[src/rtl/lc2k_mem_arbiter_if.sv]
// Shared-memory port bundle: fetch requester, load/store requester and the
// single-port synchronous-read memory, as seen from either side of the arbiter.
interface lc2k_mem_arbiter_if #(
  parameter int ADDR_W = 16,
  parameter int DATA_W = 32
);
  logic              if_req;
  logic [ADDR_W-1:0] if_addr;
  logic              if_ack;
  logic [DATA_W-1:0] if_rdata;

  logic              d_req;
  logic              d_we;
  logic [ADDR_W-1:0] d_addr;
  logic [DATA_W-1:0] d_wdata;
  logic              d_ack;
  logic [DATA_W-1:0] d_rdata;

  logic              mem_en;
  logic              mem_we;
  logic [ADDR_W-1:0] mem_addr;
  logic [DATA_W-1:0] mem_wdata;
  logic [DATA_W-1:0] mem_rdata;

  logic              busy;

  // Requesters and memory side.
  modport master (
    output if_req, if_addr, d_req, d_we, d_addr, d_wdata, mem_rdata,
    input  if_ack, if_rdata, d_ack, d_rdata, mem_en, mem_we, mem_addr, mem_wdata, busy
  );

  // Arbiter side.
  modport slave (
    input  if_req, if_addr, d_req, d_we, d_addr, d_wdata, mem_rdata,
    output if_ack, if_rdata, d_ack, d_rdata, mem_en, mem_we, mem_addr, mem_wdata, busy
  );
endinterface

[src/rtl/lc2k_mem_arbiter.sv]
// Grants the shared LC2K memory port to fetch or load/store, one 2-cycle access
// at a time; data has priority but fetch wins after MAX_WAIT consecutive losses.
module lc2k_mem_arbiter #(
  parameter int ADDR_W   = 16,
  parameter int DATA_W   = 32,
  parameter int MAX_WAIT = 3
) (
  input  logic                clk,
  input  logic                reset,
  lc2k_mem_arbiter_if.slave   bus
);
  typedef enum logic [1:0] {IDLE, WAIT_IF, WAIT_D} state_t;

  localparam logic [3:0] MAXW = 4'(MAX_WAIT);

  state_t     r_state, w_next;
  logic [3:0] r_wait_cnt;
  logic       r_we;
  logic       w_if_win, w_d_win;

  assign w_if_win = bus.if_req && (!bus.d_req || (r_wait_cnt == MAXW));
  assign w_d_win  = bus.d_req && !w_if_win;

  always_comb begin
    w_next        = r_state;
    bus.if_ack    = 1'b0;
    bus.if_rdata  = '0;
    bus.d_ack     = 1'b0;
    bus.d_rdata   = '0;
    bus.mem_en    = 1'b0;
    bus.mem_we    = 1'b0;
    bus.mem_addr  = '0;
    bus.mem_wdata = '0;
    bus.busy      = 1'b0;
    case (r_state)
      IDLE: begin
        // Reset gating keeps every output at 0 while reset is held.
        if (!reset) begin
          if (w_if_win) begin
            bus.mem_en    = 1'b1;
            bus.mem_addr  = bus.if_addr;
            bus.mem_wdata = bus.d_wdata;
            w_next        = WAIT_IF;
          end else if (w_d_win) begin
            bus.mem_en    = 1'b1;
            bus.mem_we    = bus.d_we;
            bus.mem_addr  = bus.d_addr;
            bus.mem_wdata = bus.d_wdata;
            w_next        = WAIT_D;
          end
        end
      end
      WAIT_IF: begin
        w_next = IDLE;
        if (!reset) begin
          bus.if_ack   = 1'b1;
          bus.if_rdata = bus.mem_rdata;
          bus.busy     = 1'b1;
        end
      end
      default: begin
        w_next = IDLE;
        if (!reset) begin
          bus.d_ack   = 1'b1;
          bus.d_rdata = r_we ? '0 : bus.mem_rdata;
          bus.busy    = 1'b1;
        end
      end
    endcase
  end

  always_ff @(posedge clk) begin
    if (reset) begin
      r_state    <= IDLE;
      r_wait_cnt <= '0;
      r_we       <= 1'b0;
    end else begin
      r_state <= w_next;
      if (r_state == IDLE && w_d_win)
        r_we <= bus.d_we;
      // Counts fetch losses to data; saturation at MAXW forces the next fetch grant.
      if (!bus.if_req || (r_state == IDLE && w_if_win))
        r_wait_cnt <= '0;
      else if (r_state == IDLE && w_d_win && r_wait_cnt != MAXW)
        r_wait_cnt <= r_wait_cnt + 4'd1;
    end
  end
endmodule

[src/flat_wrapper.sv]
// flat-port wrapper written by rule: the top's interface ports become plain ports
module lc2k_mem_arbiter_flat 
#(
  parameter int ADDR_W   = 16,
  parameter int DATA_W   = 32,
  parameter int MAX_WAIT = 3
)
  (clk, reset, bus_if_req, bus_if_addr, bus_d_req, bus_d_we, bus_d_addr, bus_d_wdata, bus_mem_rdata, bus_if_ack, bus_if_rdata, bus_d_ack, bus_d_rdata, bus_mem_en, bus_mem_we, bus_mem_addr, bus_mem_wdata, bus_busy);
  lc2k_mem_arbiter_if #(.ADDR_W(ADDR_W), .DATA_W(DATA_W)) bus_i ();
  input  logic clk;
  input  logic reset;
  input wire logic [$bits(bus_i.if_req)-1:0] bus_if_req;
  input wire logic [$bits(bus_i.if_addr)-1:0] bus_if_addr;
  input wire logic [$bits(bus_i.d_req)-1:0] bus_d_req;
  input wire logic [$bits(bus_i.d_we)-1:0] bus_d_we;
  input wire logic [$bits(bus_i.d_addr)-1:0] bus_d_addr;
  input wire logic [$bits(bus_i.d_wdata)-1:0] bus_d_wdata;
  input wire logic [$bits(bus_i.mem_rdata)-1:0] bus_mem_rdata;
  output wire logic [$bits(bus_i.if_ack)-1:0] bus_if_ack;
  output wire logic [$bits(bus_i.if_rdata)-1:0] bus_if_rdata;
  output wire logic [$bits(bus_i.d_ack)-1:0] bus_d_ack;
  output wire logic [$bits(bus_i.d_rdata)-1:0] bus_d_rdata;
  output wire logic [$bits(bus_i.mem_en)-1:0] bus_mem_en;
  output wire logic [$bits(bus_i.mem_we)-1:0] bus_mem_we;
  output wire logic [$bits(bus_i.mem_addr)-1:0] bus_mem_addr;
  output wire logic [$bits(bus_i.mem_wdata)-1:0] bus_mem_wdata;
  output wire logic [$bits(bus_i.busy)-1:0] bus_busy;
  assign bus_i.if_req = bus_if_req;
  assign bus_i.if_addr = bus_if_addr;
  assign bus_i.d_req = bus_d_req;
  assign bus_i.d_we = bus_d_we;
  assign bus_i.d_addr = bus_d_addr;
  assign bus_i.d_wdata = bus_d_wdata;
  assign bus_i.mem_rdata = bus_mem_rdata;
  assign bus_if_ack = bus_i.if_ack;
  assign bus_if_rdata = bus_i.if_rdata;
  assign bus_d_ack = bus_i.d_ack;
  assign bus_d_rdata = bus_i.d_rdata;
  assign bus_mem_en = bus_i.mem_en;
  assign bus_mem_we = bus_i.mem_we;
  assign bus_mem_addr = bus_i.mem_addr;
  assign bus_mem_wdata = bus_i.mem_wdata;
  assign bus_busy = bus_i.busy;
  lc2k_mem_arbiter #(.ADDR_W(ADDR_W), .DATA_W(DATA_W), .MAX_WAIT(MAX_WAIT)) u_core (.clk(clk), .reset(reset), .bus(bus_i));
endmodule
[config.mk]
export PLATFORM = sky130hd
export DESIGN_NAME = lc2k_mem_arbiter_flat
export DESIGN_NICKNAME = d
export VERILOG_FILES = /design/src/rtl/lc2k_mem_arbiter_if.sv /design/src/rtl/lc2k_mem_arbiter.sv /design/src/flat_wrapper.sv
export SDC_FILE = /design/constraint.sdc
export NUM_CORES = 1
export LEC_CHECK = 0
export BUFFER_PORTS_ARGS = -buffer_cell sky130_fd_sc_hd__buf_2
export CORE_AREA = 2 2 84 86
export CTS_CLUSTER_DIAMETER = 200
export DETAILED_ROUTE_END_ITERATION = 10
export DIE_AREA = 0 0 86 88
export PLACE_DENSITY = 0.6
export SLEW_MARGIN = 20
export SYNTH_ARGS = -nofsm -noshare
export SYNTH_HDL_FRONTEND = slang
export SYNTH_SLANG_ARGS = --single-unit
[constraint.sdc]
create_clock -name clk -period 1.9 [get_ports clk]
set_clock_uncertainty 0.2 [all_clocks]
set_input_delay 0.19 -clock clk [delete_from_list [all_inputs] [get_ports clk]]
set_output_delay 0.19 -clock clk [all_outputs]
set_load 0.01 [all_outputs]
# After elaboration in Yosys (flattened, before gate mapping)
# Cells that the tools add are included.
# classes
addsub	1
multipliers	0
div_mod_pow	0
n_lt_le_gt_ge	0
eq_ne	3
shifts	0
muxes	27
n_bitwise	1
n_reduce_logical	16
# op_table
cell	count
32-bit 2-to-1 mux	9
16-bit 2-to-1 mux	4
1-bit 2-to-1 mux	14
2-bit OR reduction	3
1-bit logical AND	5
4-bit by 1-bit adder with 4-bit output (second input constant)	1
4-bit by 2-bit equality test with 1-bit output (second input constant)	1
4-bit by 2-bit inequality test with 1-bit output (second input constant)	1
1-bit zero test	3
3-bit OR reduction	1
2-bit by 1-bit equality test with 1-bit output (second input constant)	1
2-bit zero test	1
1-bit logical OR	2
2-bit nonzero test	1
1-bit NOT	1
# word_totals
reg_bits	7
latch_bits	0
mem_bits_rw	0
romBits	0
input_bits	101
output_inout_bits	117
wordCells	52
mem_count	0

# Depth between registers and ports, before layout
# Gate-level depths: netlist of run 1.
# logic_depth
word_depth	9
mapped_depth	5
ltp_nobuf	4

# Worst setup path before layout of run 1
# OpenSTA, ideal clock, no wires.
# synth_timing
path_type	register to output
startpoint	register u_core.r_wait_cnt[0]
endpoint	output port bus_mem_addr[10]
arrival_time_ps	1587
t_required_ps	1510
slack_ps	-77
stages_incl_launch_ff	6
path_buffers	1
path_cell_list	dfxtp_1 ha_1 or3b_2 a21oi_4 buf_6 a22o_1
# synth_via
elab_chain_len	9
# synth_lines
item	line	source
from (decl)	lc2k_mem_arbiter.sv:17	logic [3:0] r_wait_cnt;
from (signal assigned)	lc2k_mem_arbiter.sv:85	r_wait_cnt <= r_wait_cnt + 4'd1;
4-bit by 2-bit equality test with 1-bit output (*)	lc2k_mem_arbiter.sv:21	assign w_if_win = bus.if_req && (!bus.d_req || (r_wait_cnt == MAXW));
1-bit logical OR (*)	lc2k_mem_arbiter.sv:21	
1-bit logical AND (*)	lc2k_mem_arbiter.sv:21	
1-bit zero test	lc2k_mem_arbiter.sv:22	assign w_d_win = bus.d_req && !w_if_win;
1-bit logical AND	lc2k_mem_arbiter.sv:22	
16-bit 2-to-1 mux	lc2k_mem_arbiter.sv:44	end else if (w_d_win) begin
16-bit 2-to-1 mux (*)	lc2k_mem_arbiter.sv:39	if (w_if_win) begin
16-bit 2-to-1 mux (*)	lc2k_mem_arbiter.sv:38	if (!reset) begin
16-bit 2-to-1 mux (*)	lc2k_mem_arbiter.sv:35	case (r_state)
to (decl)	flat_wrapper.sv:25	output wire logic [$bits(bus_i.mem_addr)-1:0] bus_mem_addr;
# Mark *: on every way between the ends. The rest lies on a longest branch, timed or not.

# Final worst setup path of run 1
# layout_timing
startpoint	register u_core.r_wait_cnt[0]
endpoint	output port bus_mem_addr[11]
# The elaborated chain is that of the path after synthesis.

==> impl_table.tex, run 1 <==
\begin{tabular}{lr}
\hline
Metric & Value \\
\hline
\multicolumn{2}{l}{\textbf{Status}} \\
Status & finished with violations \\
Violations in the final reports & negative setup slack \\
\multicolumn{2}{l}{\textbf{Floorplanning}} \\
Ports placed on the boundary & 218 \\
Height of the die & 88 µm \\
Starting density of the core & 18.42\% \\
Number of cell rows & 30 \\
Area enclosed by the die boundary & between 0.007 and 0.008 mm² \\
Core footprint & about 0.0066 mm² \\
Chip Width & 86 µm \\
\multicolumn{2}{l}{\textbf{Clock network}} \\
Worst-path clk slew & around 0.04 ns \\
H-tree depth & 1 \\
Cell chosen for the clock root & sky130\_fd\_sc\_hd\_\_clkbuf\_8 \\
Clock tree from TritonCTS & built \\
Number of buffers inserted during clock tree synthesis & 3 \\
CTS Buffer Depth & 2 \\
Sinks on the clock net & 7 \\
Later-pin clock latency in the skew report & 0.23 ns \\
\multicolumn{2}{l}{\textbf{Synth}} \\
Post-Syn Instances & around 170 \\
Area fraction of the dominant cell type after synthesis & between 40 and 50\% \\
Sequential fraction of the synthesis area & about 11\% \\
Area of the mapped netlist & about 0.0012 mm² \\
Netlist cell types & 28 \\
Net count after synthesis & 270 \\
Post-Synthesis Mean Instance Area & 7.284 µm² \\
Ranking of synthesized cells by area & sky130\_fd\_sc\_hd\_\_and2\_1 50\%, sky130\_fd\_sc\_hd\_\_dfxtp\_1 11\%, sky130\_fd\_sc\_hd\_\_a22o\_1 7.9\%, sky130\_fd\_sc\_hd\_\_a22o\_2 4.1\%, sky130\_fd\_sc\_hd\_\_buf\_6 3.7\% \\
Number of flip-flops and latches in the synthesized netlist & 7 \\
Cell type with the largest total area after synthesis & sky130\_fd\_sc\_hd\_\_and2\_1 \\
Syn. warnings & 0 \\
\multicolumn{2}{l}{\textbf{Power and ir drop}} \\
Largest vdd supply drop & 0.2788 mV \\
Total leakage power & roughly 0.0018 µW \\
Power per cell area & around 300 mW/mm² \\
Total power of the final layout & $\sim$910 µW \\
\multicolumn{2}{l}{\textbf{Route}} \\
Iteration-0 DRC Markers & 49 \\
DRC errors left & 0 \\
Remaining antenna violation count after routing & 0 \\
Drt total wl & 6536 µm \\
Average detailed-routed wire length per instance & 13.67 µm \\
DR vias & 2,088 \\
Iteration count of the initial detailed-routing pass & 4 \\
Via-to-Cell Ratio & approximately 4.4 \\
\multicolumn{2}{l}{\textbf{Hold path}} \\
Hold worst-path end & u\_core.r\_we \\
Hold-critical path depth & 3 \\
Worst hold path startpoint & bus\_d\_we \\
Hold WC Path Type & input pin to flop \\
\multicolumn{2}{l}{\textbf{Critical path}} \\
Kind of cell adding the most delay to the critical path & simple AND/OR/NAND/NOR gates \\
Startpoint of the lowest-slack register-to-register path & u\_core.r\_state[1] \\
Length in cells of the worst reg-to-reg path & 4 \\
Startpoint-to-endpoint class of the critical path & flop to output port \\
Data arrival time of the critical path & approximately 1.7 ns \\
Sort of element at the end of the critical path & output port \\
CP startpoint kind & flop \\
Max incr delay on CP & between 0.4 and 0.5 ns \\
Cell with the largest stage delay on the worst path & sky130\_fd\_sc\_hd\_\_or3b\_4 \\
Crit Reg-Reg Endpoint & u\_core.r\_wait\_cnt[3] \\
Slack of the worst reg-to-reg path & 0.24 ns \\
Worst EP required & roughly 1.5 ns \\
Count of buffering cells on the critical path with inverters included & 2 \\
Highest fanout seen on the critical path & 17 \\
Worst Setup SP & u\_core.r\_wait\_cnt[0] \\
CP cell instances & ha\_4 > or3b\_4 > a21oi\_4 > buf\_12 > a22o\_1 > buf\_2 \\
\multicolumn{2}{l}{\textbf{Timing}} \\
Fin worst setup slack & -0.1843 ns \\
Final hold violation count & 0 \\
Final sum of negative setup slack & -4.180 ns \\
Max Fclk & between 400 and 500 MHz \\
Final critical path time including I/O delays and setup & around 2.1 ns \\
Number of setup violations in the final report & 63 \\
Period utilization & 109.7\% \\
Number of pins with negative max-slew slack in the final report & 0 \\
Slew at the pin with the worst max-slew slack & between 0.3 and 0.4 ns \\
Setup repair after global routing missed its margin & yes \\
Max\_slew headroom & 79.42\% \\
\multicolumn{2}{l}{\textbf{Placement}} \\
Placer congestion estimate & around 0.74 \\
Cell Count Post-Placement & about 460 \\
Total of buffers placed on input and output ports & 217 \\
Placed wire-length estimate after detailed placement & 4524 µm \\
\multicolumn{2}{l}{\textbf{Global route}} \\
GRT Total Usage & 12.15\% \\
Number of antenna violations at the first check in global routing & 0 \\
Aggregate global routing overflow & 0 \\
Via count of the first global-routing pass & between 1.5k and 2k \\
Global-route wire length before repair & roughly 7500 µm \\
Largest net degree at the start of global routing & 34 \\
\multicolumn{2}{l}{\textbf{Layout}} \\
Number of fill cells & 652 \\
Area occupied by multi-input gates & 0.001122 mm² \\
Synthesis-to-finish area growth & 148.3\% \\
Non-filler instance count after layout & between 400 and 500 \\
Share of cells above drive strength 1 & between 70 and 80\% \\
Number of nets in the finished design & between 500 and 600 \\
Antenna Diode Count & 0 \\
Sequential cell area & $\sim$150 µm² \\
\multicolumn{2}{l}{\textbf{Run}} \\
\# Max-Cap Violations & 0 \\
\hline
\end{tabular}
## area by class of cell
class	instances	area share [%]
well taps	80	3.295
repair buffers	239	53.34
multi-input cells	148	36.94
clock buffers	4	1.483
flip-flops and latches	7	4.942
## cells in the mapped netlist (all sizes together)
cell,count
a31oi,1
or2,1
nand3,2
nand4,2
clkbuf,9
nor2b,4
or3,1
and2,97
and4bb,1
or3b,3
nor2,5
nor3,2
ha,1
o21ai,2
a32o,1
nand2,2
buf,4
nor3b,1
dfxtp,7
a21oi,4
a22o,16
nand2b,1
or4b,1
## flip-flops by register name, indices dropped and copies added (netlist names)
name               cells
u_core.r_we            1
u_core.r_wait_cnt      4
u_core.r_state         2
## stage by stage
stage / worst slack, ns / cell area (µm²) / util (%) / hold WS (ns)
2_1_floorplan: 0.05184 / 1226 / - / 0.1839
3_3_place_gp: 0.06117 / 2466 / 37.12 / 0.2869
4_1_cts: -0.1742 / 2610 / 39.28 / 0.1137
6_report: -0.1843 / 3038 / 45.73 / 0.1215
3_5_place_dp: 0.02182 / 2466 / 37.12 / 0.2853
5_1_grt: -0.2748 / 3038 / 45.73 / 0.1246
## cell usage in the layout, fill, tap and decap left out, drive strengths merged
master and instances:
a21oi 4, a22o 16, a31oi 1, a32o 1, and2 97, and4bb 1
buf 234, clkbuf 9, dfxtp 7, ha 1, nand2 2, nand2b 1
nand3 2, nand4 2, nor2 5, nor2b 4, nor3 2, nor3b 1
o21ai 2, or2 1, or3 1, or3b 3, or4b 1
## layer usage
metal	up-vias	routed length (µm)	track usage (%)
li1	1021	-	-
met1	933	2429	13.97
met2	120	3469	23.04
met4	0	91	4.473
met3	14	545	1.320
met5	-	0	0
## worst min-delay path: stages
cell and delay, ns:
sky130_fd_sc_hd__buf_2 0.11, sky130_fd_sc_hd__or3b_1 0.15, sky130_fd_sc_hd__a21oi_1 0.05
## timing repair
action / in CTS / in global routing
gates resized for setup: 19 / 59
endpoints found under the setup margin: 49 / 57
gates cloned: 1 / 6
pin swaps: 4 / 21
hold buffers: 0 / 0
setup buffers: 2 / 3
## worst max path at each step
stage	to	slack (ns)	depth (start not counted)
finish	bus_mem_addr[11]	-0.18	6
global route	bus_mem_addr[6]	-0.27	6
CTS	bus_mem_addr[15]	-0.17	6
detailed placement	bus_mem_addr[4]	0.02	6
global placement	bus_mem_addr[2]	0.06	6
floorplan	bus_mem_addr[10]	0.05	5
## cells by family (layout without fill, tap and decap cells)
kind of cell / after synthesis / after routing / synth area share (%)
AND/OR/NAND/NOR: 123 / 123 / 64.42
flip-flops: 7 / 7 / 11.45
adder cells (fa/ha/maj): 1 / 1 / 1.022
AO/OA/AOI/OAI: 24 / 24 / 16.67
buffers and inverters: 13 / 243 / 6.441
## power breakdown
group | internal [µW] | switching, µW
clock network | 146 | 69.4
logic | 315 | 221
registers | 151 | 5.39
total | 612 | 296
Power figures use the tool's default switching activity.
==> run 2, diff against run 1 <==
- ABC_AREA: not set -> 1
- CORE_AREA: 2 2 84 86 -> 2 2 85 87
- DIE_AREA: 0 0 86 88 -> 0 0 87 89
- GPL_TIMING_DRIVEN: not set -> 0
- PLACE_DENSITY: 0.6 -> 0.61
==> impl_table.tex, run 2 <==
\begin{tabular}{lr}
\hline
Metric & Value \\
\hline
\multicolumn{2}{l}{\textbf{Clock network}} \\
CTS Buffer Depth & 2 \\
H-tree depth & 1 \\
Cell chosen for the clock root & sky130\_fd\_sc\_hd\_\_clkbuf\_8 \\
Number of buffers inserted during clock tree synthesis & 3 \\
Later-pin clock latency in the skew report & around 0.24 ns \\
Worst-path clk slew & roughly 0.040 ns \\
Sinks on the clock net & 7 \\
Clock tree from TritonCTS & built \\
Post-CTS Hold Fix Bufs & 0 \\
\multicolumn{2}{l}{\textbf{Timing}} \\
Max Fclk & around 540 MHz \\
Final hold violation count & 0 \\
Setup repair after global routing missed its margin & yes \\
Max\_slew headroom & 74.47\% \\
Slew at the pin with the worst max-slew slack & 0.3829 ns \\
Period utilization & a little over nine tenths \\
Worst hold margin & 0.009601 ns \\
Final critical path time including I/O delays and setup & around 1.9 ns \\
Number of setup violations in the final report & 0 \\
Number of pins with negative max-slew slack in the final report & 0 \\
\multicolumn{2}{l}{\textbf{Synth}} \\
Largest family of logic cells by synthesized area & simple AND/OR/NAND/NOR gates \\
Post-Synthesis Mean Instance Area & between 4 and 5 µm² \\
Area of the mapped netlist & around 0.0014 mm² \\
Sequential fraction of the synthesis area & 9.973\% \\
Synthesized-area fraction occupied by adder cells & less than 1\% \\
XOR/XNOR share of the synthesized area & 0\% \\
Count leader, synth & sky130\_fd\_sc\_hd\_\_nor2\_1 \\
Most numerous cell types in the synthesized netlist & 105 x sky130\_fd\_sc\_hd\_\_nor2\_1, 75 x sky130\_fd\_sc\_hd\_\_inv\_1, 34 x sky130\_fd\_sc\_hd\_\_nand2\_1 \\
Ranking of synthesized cells by area & sky130\_fd\_sc\_hd\_\_nor2\_1 28\%, sky130\_fd\_sc\_hd\_\_inv\_1 20\%, sky130\_fd\_sc\_hd\_\_dfxtp\_1 10\%, sky130\_fd\_sc\_hd\_\_nand2\_1 9.1\%, sky130\_fd\_sc\_hd\_\_nand4\_1 7.6\% \\
Post-Syn Instances & slightly below 300 \\
Net count after synthesis & between 300 and 400 \\
Cell type with the largest total area after synthesis & sky130\_fd\_sc\_hd\_\_nor2\_1 \\
Top\_reg\_cell synth & sky130\_fd\_sc\_hd\_\_dfxtp\_1 \\
Mux contribution to synthesized area & 0\% \\
Netlist cell types & 20 \\
Compound-Gate Fraction of Synth Area & about 3.6\% \\
Area fraction of the dominant cell type after synthesis & between 20\% and 30\% \\
Number of synthesized flops with an enable pin & 0 \\
Number of flip-flops and latches in the synthesized netlist & 7 \\
Syn. warnings & 0 \\
Share of flip-flops with an asynchronous set or reset after synthesis & 0\% \\
Simple-gate share of the synthesized area & a little under three fifths \\
\multicolumn{2}{l}{\textbf{Layout}} \\
Synthesis-to-finish area growth & 104.8\% \\
Commonest cells after routing, fill and taps aside & 219 x sky130\_fd\_sc\_hd\_\_buf\_2, 104 x sky130\_fd\_sc\_hd\_\_nor2\_1, 75 x sky130\_fd\_sc\_hd\_\_inv\_1 \\
Share of cells above drive strength 1 & between 50\% and 60\% \\
Largest registers & u\_core.r\_wait\_cnt x4, u\_core.r\_state x2, u\_core.r\_we x1 \\
Number of flip-flops under the largest register name & 4 \\
Number of fill cells & between 700 and 800 \\
Number of nets in the finished design & 630 \\
Most common cell after layout, fill and taps aside & sky130\_fd\_sc\_hd\_\_buf\_2 \\
Finished Cell Area & around 0.0029 mm² \\
Most flops, register & u\_core.r\_wait\_cnt \\
\multicolumn{2}{l}{\textbf{Floorplanning}} \\
Number of cell rows & 30 \\
Ports placed on the boundary & roughly 220 \\
Starting density of the core & between 20\% and 30\% \\
Area enclosed by the die boundary & around 0.0077 mm² \\
Chip Width & $\sim$87 µm \\
Height of the die & slightly below 90 µm \\
Core footprint & 0.006719 mm² \\
\multicolumn{2}{l}{\textbf{Global route}} \\
Via count of the first global-routing pass & approximately 2.2k \\
Global-route wire length before repair & approximately 10000 µm \\
GRT Total Usage & 16.10\% \\
Largest net degree at the start of global routing & 11 \\
Number of antenna violations at the first check in global routing & 2 \\
Aggregate global routing overflow & 0 \\
\multicolumn{2}{l}{\textbf{Route}} \\
DR vias & $\sim$2.5k \\
DRC errors left & 0 \\
Iteration-0 DRC Markers & 45 \\
Via-to-Cell Ratio & approximately 4.1 \\
Drt total wl & 6960 µm \\
Average detailed-routed wire length per instance & between 10 and 15 µm \\
Iteration count of the initial detailed-routing pass & 4 \\
Remaining antenna violation count after routing & 0 \\
\multicolumn{2}{l}{\textbf{Critical path}} \\
Sort of element at the end of the critical path & output port \\
Length in cells of the worst reg-to-reg path & 7 \\
Worst EP required & roughly 1.5 ns \\
Data arrival time of the critical path & 1.46 ns \\
Startpoint of the lowest-slack register-to-register path & u\_core.r\_wait\_cnt[1] \\
Startpoint-to-endpoint class of the critical path & flop to output port \\
Slack of the worst reg-to-reg path & 0.49 ns \\
Crit Reg-Reg Endpoint & u\_core.r\_state[0] \\
Highest fanout seen on the critical path & 6 \\
CP startpoint kind & flop \\
\multicolumn{2}{l}{\textbf{Status}} \\
Status & complete, no violations \\
\multicolumn{2}{l}{\textbf{Placement}} \\
Placer congestion estimate & 0.8923 \\
Placed cell areas & 0.002586 mm² \\
Placed wire-length estimate after detailed placement & approximately 5700 µm \\
Total of buffers placed on input and output ports & around 220 \\
\multicolumn{2}{l}{\textbf{Hold path}} \\
Hold WC Path Type & input pin to flop \\
Hold-critical path depth & 2 \\
Worst hold path startpoint & reset \\
Hold worst-path end & u\_core.r\_state[1] \\
\multicolumn{2}{l}{\textbf{Run}} \\
\# Max-Cap Violations & 0 \\
\multicolumn{2}{l}{\textbf{Power and ir drop}} \\
Power per cell area & 304.2 mW/mm² \\
Total leakage power & 0.002100 µW \\
Largest vdd supply drop & around 0.20 mV \\
\hline
\end{tabular}
[run 2: layout make-up]
type / instances / area [µm²] / area share (%)
antenna: 2 / 5.005 / 0.1739
buffer: 15 / 138.9 / 4.826
clock buffer: 4 / 45.04 / 1.565
inverter: 79 / 301.5 / 10.48
multi-input combinational: 191 / 930.9 / 32.35
sequential: 7 / 151.4 / 5.261
tap: 80 / 100.1 / 3.478
timing repair buffer: 231 / 1205 / 41.87
[run 2: cell families (layout without fill, tap and decap cells)]
| kind of cell | Yosys count | count (layout) |
|---|---|---|
| adder cells (fa/ha/maj) | 1 | 1 |
| other | 0 | 2 |
| AO/OA/AOI/OAI | 7 | 7 |
| flip-flops | 7 | 7 |
| buffers and inverters | 94 | 329 |
| AND/OR/NAND/NOR | 183 | 183 |
[run 2: repair_timing]
action / CTS / global route
hold endpoints to repair: 0 / 0
pin swaps: 1 / 7
setup endpoints to repair: 17 / 96
resized for setup: 11 / 25
gates cloned: 1 / 1
buffers inserted: 5 / 8
[run 2: critical path, cell delays in order, from the launching register on]
cell                      delay [ns]
sky130_fd_sc_hd__dfxtp_4        0.36
sky130_fd_sc_hd__ha_4           0.16
sky130_fd_sc_hd__nand3_4        0.09
sky130_fd_sc_hd__nand2_4        0.12
sky130_fd_sc_hd__nand2_8        0.08
sky130_fd_sc_hd__buf_6          0.14
sky130_fd_sc_hd__nand3_1        0.07
sky130_fd_sc_hd__nand2_1        0.06
sky130_fd_sc_hd__buf_2          0.14
[run 2: worst max-delay path by stage]
stage	end	slack, ns	start
CTS	bus_mem_addr[10]	-0.005	u_core.r_wait_cnt[0]
global route	bus_mem_addr[10]	-0.03	u_core.r_wait_cnt[0]
floorplan	bus_mem_addr[10]	0.28	u_core.r_wait_cnt[0]
detailed placement	bus_mem_addr[10]	-0.008	u_core.r_wait_cnt[0]
finish	bus_mem_addr[13]	0.05	u_core.r_wait_cnt[1]
global placement	bus_mem_addr[10]	0.002	u_core.r_wait_cnt[0]
[run 2: through the flow]
step | instances | util, % | TNS [ns] | setup slack (ns) | total power, µW
floorplan | 292 | - | 0 | 0.2815 | 387.0
global route | 609 | 42.83 | -0.1450 | -0.02764 | 946.2
detailed placement | 588 | 38.49 | -0.008291 | -0.008291 | 608.5
CTS | 598 | 40.47 | -0.009067 | -0.005357 | 849.5
global placement | 588 | 38.49 | 0 | 0.002033 | 604.6
finish | 609 | 42.83 | 0 | 0.04537 | 875.5
[run 2: routing by layer]
layer | global-route usage [%] | wire [µm] | part of all wire, % | up-vias
met1 | 16.45 | 2602 | 37 | 1044
met4 | 6.960 | 168 | 2.4 | 0
met5 | 0 | 0 | 0 | -
met3 | 2.493 | 543 | 7.8 | 11
li1 | - | - | - | 1321
met2 | 32.06 | 3645 | 52 | 133
[run 2: where the power goes]
part	total [µW]	leakage, µW	internal, µW	switching [µW]
registers	154	0.0000592	150	4.38
clock network	220	0.0000228	146	74.3
logic	501	0.00202	231	271
total	876	0.00210	526	349
==> run 3, diff against run 2 <==
- BUFFER_PORTS_ARGS: -buffer_cell sky130_fd_sc_hd__buf_2 -> -buffer_cell sky130_fd_sc_hd__clkbuf_2
- SETUP_SLACK_MARGIN: not set -> 0.5
==> impl_table.tex, run 3 (synthesis results as in run 2) <==
\begin{tabular}{lr}
\hline
Metric & Value \\
\hline
\multicolumn{2}{l}{\textbf{Status}} \\
Violations in the final reports & negative setup slack \\
Status & finished with violations \\
\multicolumn{2}{l}{\textbf{Floorplanning}} \\
Height of the die & 89 µm \\
Ports placed on the boundary & roughly 220 \\
Core footprint & about 0.0067 mm² \\
Chip Width & 87 µm \\
Number of cell rows & 30 \\
Area enclosed by the die boundary & about 0.0077 mm² \\
Starting density of the core & 20.91\% \\
\multicolumn{2}{l}{\textbf{Placement}} \\
Total of buffers placed on input and output ports & $\sim$220 \\
Placer congestion estimate & just under 0.8 \\
Pre-CTS setup slack & about 0.18 ns \\
Placed wire-length estimate after detailed placement & roughly 6100 µm \\
Placed cell areas & approximately 0.0028 mm² \\
\multicolumn{2}{l}{\textbf{Route}} \\
Remaining antenna violation count after routing & 0 \\
Via-to-Cell Ratio & 4.509 \\
Iteration count of the initial detailed-routing pass & 4 \\
DR vias & about 2.9k \\
Drt total wl & 9211 µm \\
DRC errors left & 0 \\
Average detailed-routed wire length per instance & roughly 15 µm \\
Iteration-0 DRC Markers & just under 60 \\
\multicolumn{2}{l}{\textbf{Critical path}} \\
Data arrival time of the critical path & 1.52 ns \\
Sort of element at the end of the critical path & output port \\
CP cell instances & nor2\_4 > nand2\_4 > a21oi\_4 > clkbuf\_16 > nand3\_2 > nand2\_2 > buf\_6 \\
Startpoint-to-endpoint class of the critical path & flop to output port \\
Cell with the largest stage delay on the worst path & sky130\_fd\_sc\_hd\_\_dfxtp\_4 \\
CP startpoint kind & flop \\
Kind of cell adding the most delay to the critical path & flip-flops \\
Worst EP required & between 1.5 and 2 ns \\
Max incr delay on CP & 0.36 ns \\
Highest fanout seen on the critical path & 5 \\
Count of buffering cells on the critical path with inverters included & 2 \\
\multicolumn{2}{l}{\textbf{Global route}} \\
Largest net degree at the start of global routing & 11 \\
GRT Total Usage & between 10\% and 20\% \\
Number of antenna violations at the first check in global routing & 1 \\
Global-route wire length before repair & approximately 11,000 µm \\
Via count of the first global-routing pass & about 2.4k \\
Aggregate global routing overflow & 0 \\
\multicolumn{2}{l}{\textbf{Power and ir drop}} \\
Total leakage power & between 0.002 and 0.0025 µW \\
Largest vdd supply drop & between 0.2 and 0.25 mV \\
Power per cell area & about 290 mW/mm² \\
Total power of the final layout & 1195 µW \\
\multicolumn{2}{l}{\textbf{Clock network}} \\
Sinks on the clock net & 7 \\
Later-pin clock latency in the skew report & about 0.23 ns \\
CTS Buffer Depth & 2 \\
Cell chosen for the clock root & sky130\_fd\_sc\_hd\_\_clkbuf\_8 \\
Clock tree from TritonCTS & built \\
H-tree depth & 1 \\
Number of buffers inserted during clock tree synthesis & 3 \\
Post-CTS Hold Fix Bufs & 0 \\
Worst-path clk slew & around 0.04 ns \\
\multicolumn{2}{l}{\textbf{Timing}} \\
Fin worst setup slack & -0.01369 ns \\
Number of pins with negative max-slew slack in the final report & 0 \\
Final critical path time including I/O delays and setup & 1.914 ns \\
Worst hold margin & about 0.022 ns \\
Number of setup violations in the final report & 3 \\
Period utilization & 100.7\% \\
Setup repair after global routing missed its margin & yes \\
Final hold violation count & 0 \\
Slew at the pin with the worst max-slew slack & 0.4412 ns \\
Max\_slew headroom & 70.59\% \\
Max Fclk & 522.6 MHz \\
\multicolumn{2}{l}{\textbf{Layout}} \\
Finished Cell Area & 0.004104 mm² \\
Number of nets in the finished design & about 660 \\
Most flops, register & u\_core.r\_wait\_cnt \\
Commonest cells after routing, fill and taps aside & 132 x sky130\_fd\_sc\_hd\_\_clkbuf\_2, 71 x sky130\_fd\_sc\_hd\_\_inv\_1, 67 x sky130\_fd\_sc\_hd\_\_buf\_6 \\
Most common cell after layout, fill and taps aside & sky130\_fd\_sc\_hd\_\_clkbuf\_2 \\
Synthesis-to-finish area growth & 192.1\% \\
Share of cells above drive strength 1 & 71.61\% \\
Final design utilization & around three fifths \\
Number of flip-flops under the largest register name & 4 \\
Largest registers & u\_core.r\_wait\_cnt x4, u\_core.r\_state x2, u\_core.r\_we x1 \\
\multicolumn{2}{l}{\textbf{Run}} \\
\# Max-Cap Violations & 0 \\
\multicolumn{2}{l}{\textbf{Hold path}} \\
Hold WC Path Type & input pin to flop \\
\hline
\end{tabular}
==> run 3: cell types whose count changed in the layout (fill, tap and decap cells not counted), sizes merged <==
cell | previous run | this run
inv | 78 | 77
buf | 245 | 135
diode | 2 | 1
clkinv | 1 | 2
clkbuf | 5 | 141
==> run 3: area by class of cell <==
class                           instances  area [µm²]
Sequential cell                         7       155.1
Timing Repair Buffer                  257        1889
Inverter                               79       306.5
Clock buffer                            4       45.04
Buffer                                 15       192.7
Antenna cell                            1       2.502
Multi-Input combinational cell        191        1413
Fill cell                             565        2615
Tap cell                               80       100.1
==> run 3: worst reg2reg max path, delay by kind of cell (launching register included) <==
family,cells,cell delay [ns]
buffers and inverters,2,0.25
and+or+nand+nor,6,0.42
DFF,1,0.35
adders and majority gates,1,0.17
==> run 3: power breakdown <==
part	switching [µW]	internal [µW]	total (µW)
Clock	68.1	145	214
Sequential	4.88	150	155
Combinational	408	419	826
==> run 3: worst paths after layout <==
path,slack (ns),from,cells after the start,to
setup / recovery,-0.01,u_core.r_state[1],7,bus_mem_addr[14]
hold reg to reg,0.31,u_core.r_wait_cnt[2],2,u_core.r_wait_cnt[2]
hold / removal,0.02,bus_d_we,3,u_core.r_we
setup reg to reg,0.41,u_core.r_wait_cnt[0],9,u_core.r_we
==> run 3: stage by stage <==
step           setup TNS [ns]  std cells
2_1_floorplan               0        292
3_3_place_gp                0        588
3_5_place_dp                0        588
4_1_cts                     0        619
5_1_grt               -0.6075        633
6_report             -0.02785        634
==> run 3: what timing repair did <==
item | in CTS | in global routing
cloned | 7 | 5
setup buffers | 20 | 9
pin swaps | 11 | 20
setup endpoints to repair | 116 | 123
gates resized for setup | 65 | 207
endpoints found under the hold margin | 0 | 0
==> run 3: layer usage <==
layer | GRT usage, % | part of all wire, %
met1 | 19.02 | 33
met5 | 0 | 0
met3 | 2.770 | 7.6
met2 | 34.56 | 56
met4 | 7.244 | 3.6
